File: config.mk
export PLATFORM = sky130hd
export DESIGN_NAME = tcdm_bank_responder
export DESIGN_NICKNAME = d
export VERILOG_FILES = /design/src/rtl/tcdm_bank_responder.sv
export SDC_FILE = /design/constraint.sdc
export NUM_CORES = 1
export LEC_CHECK = 0
export BUFFER_PORTS_ARGS = -buffer_cell sky130_fd_sc_hd__buf_4
export CORE_MARGIN = 5
export CORE_UTILIZATION = 35
export DETAILED_ROUTE_END_ITERATION = 6
export PLACE_DENSITY = 0.64
export SLEW_MARGIN = 20
export SYNTH_ARGS = -nofsm -noshare
export SYNTH_HDL_FRONTEND = slang
export SYNTH_SLANG_ARGS = --single-unit
File: constraint.sdc
create_clock -name clk_i -period 8.16 [get_ports clk_i]
set_clock_uncertainty 0.1 [all_clocks]
set_input_delay 0.408 -clock clk_i [delete_from_list [all_inputs] [get_ports clk_i]]
set_output_delay 0.408 -clock clk_i [all_outputs]
set_load 0.01 [all_outputs]
File: src/rtl/tcdm_bank_responder.sv
// Bank-side endpoint of the narrow/wide TCDM request mux, one instance per SRAM bank.
// Accepts one request stream, drives a fixed-latency SRAM and returns exactly one in-order
// response per accepted request through a credit-protected fall-through FIFO.
// Optional performance counters are built when TCDM_BANK_RESPONDER_PERF_EN is defined.

module tcdm_bank_responder #(
    parameter int unsigned DataWidth    = 32,
    parameter int unsigned AddrWidth    = 10,
    parameter int unsigned IniAddrWidth = 8,
    parameter int unsigned SramLatency  = 1,
    parameter int unsigned RspFifoDepth = 2
) (
    input  logic                    clk_i,
    input  logic                    rst_i,
    // request side
    input  logic                    req_valid_i,
    output logic                    req_ready_o,
    input  logic                    req_wide_i,
    input  logic                    req_wen_i,
    input  logic [DataWidth/8-1:0]  req_be_i,
    input  logic [AddrWidth-1:0]    req_addr_i,
    input  logic [DataWidth-1:0]    req_wdata_i,
    input  logic [IniAddrWidth-1:0] req_ini_addr_i,
    // response side
    output logic                    rsp_valid_o,
    input  logic                    rsp_ready_i,
    output logic                    rsp_wide_o,
    output logic [DataWidth-1:0]    rsp_rdata_o,
    output logic [IniAddrWidth-1:0] rsp_ini_addr_o,
    // SRAM macro
    output logic                    sram_req_o,
    output logic                    sram_we_o,
    output logic [AddrWidth-1:0]    sram_addr_o,
    output logic [DataWidth/8-1:0]  sram_be_o,
    output logic [DataWidth-1:0]    sram_wdata_o,
    input  logic [DataWidth-1:0]    sram_rdata_i,
    // performance counters
    output logic [31:0]             perf_narrow_o,
    output logic [31:0]             perf_wide_o,
    output logic [31:0]             perf_stall_o
);

    localparam int unsigned OccWidth = $clog2(RspFifoDepth + 1);
    localparam int unsigned PtrWidth = (RspFifoDepth > 1) ? $clog2(RspFifoDepth) : 1;

    // Parameter legality checks at elaboration
    if (RspFifoDepth < SramLatency) begin : gen_depth_check
        $error("RspFifoDepth must be >= SramLatency");
    end
    if (SramLatency < 1 || SramLatency > 3) begin : gen_latency_check
        $error("SramLatency must be in 1..3");
    end
    if (DataWidth % 8 != 0) begin : gen_width_check
        $error("DataWidth must be a multiple of 8");
    end

    typedef struct packed {
        logic                    valid;
        logic                    wide;
        logic                    wen;
        logic [IniAddrWidth-1:0] ini_addr;
    } pipe_t;

    typedef struct packed {
        logic                    wide;
        logic [IniAddrWidth-1:0] ini_addr;
        logic [DataWidth-1:0]    rdata;
    } rsp_t;

    logic                req_hs;
    logic                rsp_hs;
    logic [OccWidth-1:0] occ_q, occ_d;

    pipe_t pipe_q [SramLatency];
    pipe_t pipe_d [SramLatency];
    pipe_t pipe_last;

    rsp_t                fifo_q [RspFifoDepth];
    logic [PtrWidth-1:0] fifo_wptr_q, fifo_wptr_d;
    logic [PtrWidth-1:0] fifo_rptr_q, fifo_rptr_d;
    logic [OccWidth-1:0] fifo_cnt_q, fifo_cnt_d;
    logic                fifo_empty;
    logic                fifo_push;
    logic                fifo_pop;
    logic                push_valid;
    rsp_t                push_entry;
    rsp_t                rsp_head;

    function automatic logic [PtrWidth-1:0] ptr_inc(input logic [PtrWidth-1:0] ptr);
        if (ptr == PtrWidth'(RspFifoDepth - 1)) begin
            return '0;
        end
        return ptr + PtrWidth'(1);
    endfunction

    // Credits: ready depends only on registered occupancy, never on a same-cycle pop
    assign req_ready_o = !rst_i && (occ_q < OccWidth'(RspFifoDepth));
    assign req_hs      = req_valid_i && req_ready_o;
    assign rsp_hs      = rsp_valid_o && rsp_ready_i;

    // SRAM request is the accepted request itself
    assign sram_req_o   = req_hs;
    assign sram_we_o    = req_wen_i;
    assign sram_addr_o  = req_addr_i;
    assign sram_be_o    = req_be_i;
    assign sram_wdata_o = req_wdata_i;

    // Occupancy next state: +1 on accept, -1 on response handshake
    always_comb begin
        occ_d = occ_q;
        case ({req_hs, rsp_hs})
            2'b10:   occ_d = occ_q + OccWidth'(1);
            2'b01:   occ_d = occ_q - OccWidth'(1);
            default: occ_d = occ_q;
        endcase
    end

    // Occupancy register
    always_ff @(posedge clk_i) begin
        if (rst_i) begin
            occ_q <= '0;
        end else begin
            occ_q <= occ_d;
        end
    end

    // Latency pipe shift: stage 0 captures the accepted request
    always_comb begin
        pipe_d[0].valid    = req_hs;
        pipe_d[0].wide     = req_wide_i;
        pipe_d[0].wen      = req_wen_i;
        pipe_d[0].ini_addr = req_ini_addr_i;
        for (int unsigned i = 1; i < SramLatency; i++) begin
            pipe_d[i] = pipe_q[i-1];
        end
    end

    // Latency pipe register; reset drops in-flight reads
    always_ff @(posedge clk_i) begin
        if (rst_i) begin
            pipe_q <= '{default: '0};
        end else begin
            pipe_q <= pipe_d;
        end
    end

    assign pipe_last  = pipe_q[SramLatency-1];
    assign push_valid = pipe_last.valid;

    // Entry pushed when SRAM data arrives; writes return zero data
    always_comb begin
        push_entry.wide     = pipe_last.wide;
        push_entry.ini_addr = pipe_last.ini_addr;
        push_entry.rdata    = pipe_last.wen ? {DataWidth{1'b0}} : sram_rdata_i;
    end

    // Fall-through: an arriving entry bypasses storage if the FIFO is empty and taken at once
    assign fifo_empty = (fifo_cnt_q == '0);
    assign fifo_pop   = !fifo_empty && rsp_ready_i;
    assign fifo_push  = push_valid && !(fifo_empty && rsp_ready_i);
    assign rsp_head   = fifo_empty ? push_entry : fifo_q[fifo_rptr_q];

    assign rsp_valid_o    = !rst_i && (!fifo_empty || push_valid);
    assign rsp_wide_o     = rsp_head.wide;
    assign rsp_ini_addr_o = rsp_head.ini_addr;
    assign rsp_rdata_o    = rsp_head.rdata;

    // FIFO pointer and count next state
    always_comb begin
        fifo_wptr_d = fifo_push ? ptr_inc(fifo_wptr_q) : fifo_wptr_q;
        fifo_rptr_d = fifo_pop ? ptr_inc(fifo_rptr_q) : fifo_rptr_q;
        fifo_cnt_d  = fifo_cnt_q;
        case ({fifo_push, fifo_pop})
            2'b10:   fifo_cnt_d = fifo_cnt_q + OccWidth'(1);
            2'b01:   fifo_cnt_d = fifo_cnt_q - OccWidth'(1);
            default: fifo_cnt_d = fifo_cnt_q;
        endcase
    end

    // FIFO control registers; reset discards buffered responses
    always_ff @(posedge clk_i) begin
        if (rst_i) begin
            fifo_wptr_q <= '0;
            fifo_rptr_q <= '0;
            fifo_cnt_q  <= '0;
        end else begin
            fifo_wptr_q <= fifo_wptr_d;
            fifo_rptr_q <= fifo_rptr_d;
            fifo_cnt_q  <= fifo_cnt_d;
        end
    end

    // FIFO storage, no reset needed since count gates visibility
    always_ff @(posedge clk_i) begin
        if (fifo_push) begin
            fifo_q[fifo_wptr_q] <= push_entry;
        end
    end

`ifndef SYNTHESIS
    // Credit scheme guarantees a free slot whenever an entry must be stored
    always_ff @(posedge clk_i) begin
        if (!rst_i && fifo_push) begin
            assert (fifo_cnt_q < OccWidth'(RspFifoDepth))
            else $error("response FIFO overflow");
        end
    end
`endif

`ifdef TCDM_BANK_RESPONDER_PERF_EN
    logic [31:0] perf_narrow_q, perf_wide_q, perf_stall_q;

    // Saturating performance counters
    always_ff @(posedge clk_i) begin
        if (rst_i) begin
            perf_narrow_q <= '0;
            perf_wide_q   <= '0;
            perf_stall_q  <= '0;
        end else begin
            if (req_hs && !req_wide_i && perf_narrow_q != '1) begin
                perf_narrow_q <= perf_narrow_q + 32'd1;
            end
            if (req_hs && req_wide_i && perf_wide_q != '1) begin
                perf_wide_q <= perf_wide_q + 32'd1;
            end
            if (req_valid_i && !req_ready_o && perf_stall_q != '1) begin
                perf_stall_q <= perf_stall_q + 32'd1;
            end
        end
    end

    assign perf_narrow_o = perf_narrow_q;
    assign perf_wide_o   = perf_wide_q;
    assign perf_stall_o  = perf_stall_q;
`else
    assign perf_narrow_o = '0;
    assign perf_wide_o   = '0;
    assign perf_stall_o  = '0;
`endif

endmodule

==> metrics.md <==
| Metric | Value |
|---|---|
| Leak Pwr | `2.28 nW` |
| Tmin final | `2.58 ns` |
| Iter 0 DRT Violations | `148` |
| VDD IR-drop max | `116 µV` |
| Startpoint types | `flip-flop` |
| Post-route insts no fill | `694` |
| Unique cell type count in the Yosys netlist | `23` |
| Postcts setup bufs | `0` |
| I/O pin count | `279` |
| Synth warnings | `0` |
| Row count | `45` |
| RR Endpoint | `fifo_q[0][2]` |
| Setup ws final | `5.58 ns` |
| Setup CP Type | `flip-flop to output pin` |
| Final count of pins violating max slew | `0` |
| WHS Endpoint | `pipe_last[5]` |
| Reg2Reg Depth | `4` |
| Total die area | `17700 µm²` |
| Num CTS Buffers | `9` |
| Port-buffer cells | `90` |
| Vias in the first global route | `2754` |
| Worst slew margin | `0.451` |
| Worst min path class | `primary input to flip-flop` |
| Final hold slack | `0.186 ns` |
| Routed wire length | `9110 µm` |
| Nets | `595` |
| Cell area power density | `270 nW/µm²` |
| CP arrival | `2.07 ns` |
| Worst R2R Start | `fifo_cnt_q[0]` |
| Status | `finished clean` |
| Post-Syn Area | `5290 µm²` |
| GRT Residual Overflow | `0` |
| CP Capture Type | `output pin` |
| Antenna Cells | `0` |
| TNS Setup | `0 ns` |
| Clk buf depth | `2` |
| Post_cts resized | `0` |
| Worst R2R Setup Slack | `5.64 ns` |
| Avg WL per Cell | `13.1 µm` |
| Core Area | `15000 µm²` |
| GPL Wtd Cong | `0.669` |
| Prevailing post-synth register cell | `edfxtp_1` |
| CTS tree | `built` |
| Reg clk slew, reported paths | `0.06 ns` |
| RSZ-0062 raised after global routing | `no` |
| Placed insts | `676` |
| # hold bufs at CTS | `0` |
| # setup viols final | `0` |
| WP data required | `7.65 ns` |
| Layout area overhead | `7.85%` |
| Total power | `1.54 mW` |
| Worst Tran Pin Value | `0.823 ns` |
| Clk root buf | `clkbuf_16` |
| Post-Synthesis Cells | `463` |
| Max_cap viols | `0` |
| Final period util | `0.316` |
| Drt first pass iters | `4` |
| Initial Util | `0.352` |
| Synthesis-stage register bit count | `100` |
| CP max FO | `24` |
| Hold Startpoint | `req_ini_addr_i[5]` |
| First-pass GRT wire length | `13900 µm` |
| Chip height | `133 µm` |
| DP Wirelength | `6530 µm` |
| Vias/cell | `4.09` |
| Mean area per synthesized cell | `11.4 µm²` |
| Pre-CTS setup slack | `5.38 ns` |
| Largest net degree at the start of global routing | `85` |
| Die X | `133 µm` |
| DRT antenna net count | `0` |
| Post-synth EDFFs | `82` |
| Routed via count | `2838` |
| Sequential area share after synthesis | `0.533` |
| CTS Sinks | `100` |
| H-tree Lvls | `3` |
| Share of layout cells above drive strength 1 | `0.223` |
| Final Hold Vio Count | `0` |
| Fmax | `388 MHz` |
| Initial antenna violation count | `0` |
| Residual DRC | `0` |
| Hold depth | `2` |
| Gr usage total | `0.0980` |
| FFs w/ async S/R, synth | `0` |
| Clk Latency, worst-skew pair | `0.33 ns` |
==> Yosys cell counts, drive strengths merged (3+ instances only) <==
master  number  share of area
clkbuf       5         0.0035
a21oi       43          0.041
dfxtp       18          0.068
inv          5         0.0035
xor2         3         0.0050
o21ai        4         0.0059
nor2        52          0.037
and2b        6         0.0085
buf        157           0.23
edfxtp      82           0.47
mux2i       41          0.078
nor2b       36          0.043
==> sequential cells by signal, indices dropped and copies added (netlist names), named ones only <==
name	count
pipe_last	10
fifo_rptr_q	1
fifo_q	82
fifo_cnt_q	2
occ_q	2
push_valid	1
fifo_wptr_q	1
==> logic make-up after synthesis <==
| kind of cell | synth area share |
|---|---|
| fa+ha+maj | 0.00473 |
| compound gates | 0.0466 |
| buf+inv | 0.233 |
| other cells | 0.000709 |
| mux | 0.0797 |
| flops | 0.533 |
| xor+xnor | 0.00828 |
| simple gates | 0.0936 |
==> layout make-up <==
type	count	area, µm²
well taps	188	235
repair buffers	94	738
clock buffers	10	229
fillers	1449	9330
clock inverters	6	55.1
flip-flops and latches	100	2820
inverters	5	18.8
multi-input cells	291	1610
==> per-stage QoR <==
stage                     cell area (µm²)  utilization
final                                5710        0.380
after global routing                 5710        0.380
after CTS                            5660        0.377
after detailed placement             5380        0.358
after global placement               5380        0.358
after floorplan                      5650            -
==> critical path, stage by stage, from the launching register on <==
cell and delay [ns]:
dfxtp_2 0.69, buf_4 0.48, mux2i_1 0.27, a21oi_1 0.10
buf_4 0.19
==> worst max path at each step <==
stage | cells after the start | endpoint | slack (ns) | start
after floorplan | 3 | fifo_q[0][0] | 5.30 | fifo_cnt_q[0]
after global placement | 3 | fifo_q[1][7] | 5.49 | fifo_cnt_q[0]
after detailed placement | 3 | fifo_q[0][14] | 5.38 | fifo_cnt_q[0]
after CTS | 3 | fifo_q[0][3] | 5.36 | fifo_cnt_q[0]
after global routing | 4 | rsp_rdata_o[3] | 5.41 | flip-flop
final | 4 | rsp_rdata_o[3] | 5.58 | flip-flop
==> power breakdown <==
| group | total [mW] | leakage [nW] | switching, mW | internal, mW |
|---|---|---|---|---|
| clock network | 0.399 | 0.137 | 0.165 | 0.234 |
| registers | 0.618 | 0.904 | 0.0269 | 0.591 |
| logic | 0.526 | 1.23 | 0.289 | 0.237 |
| total | 1.54 | 2.28 | 0.481 | 1.06 |
==> routing by layer <==
| layer | wire [µm] | up-vias | track usage | share of wire |
|---|---|---|---|---|
| met5 | 0 | - | 0 | 0 |
| met4 | 161 | 0 | 0.0398 | 0.018 |
| met3 | 845 | 21 | 0.0433 | 0.093 |
| met2 | 4570 | 114 | 0.161 | 0.50 |
| met1 | 3530 | 1302 | 0.112 | 0.39 |
| li1 | - | 1401 | - | - |
==> cell usage in the layout (no fill, tap or decap), types with 3 or more instances in the layout <==
| master | count |
|---|---|
| buf_4 | 92 |
| o21ai_0 | 3 |
| nor2b_1 | 36 |
| inv_1 | 5 |
| dfxtp_1 | 17 |
| and2b_1 | 6 |
| xor2_1 | 3 |
| conb_1 | 96 |
| mux2i_1 | 41 |
| a21oi_1 | 43 |
| edfxtp_1 | 82 |
| nor2_1 | 50 |
| clkbuf_16 | 9 |
Note: power is estimated with default switching activity, not from simulation.
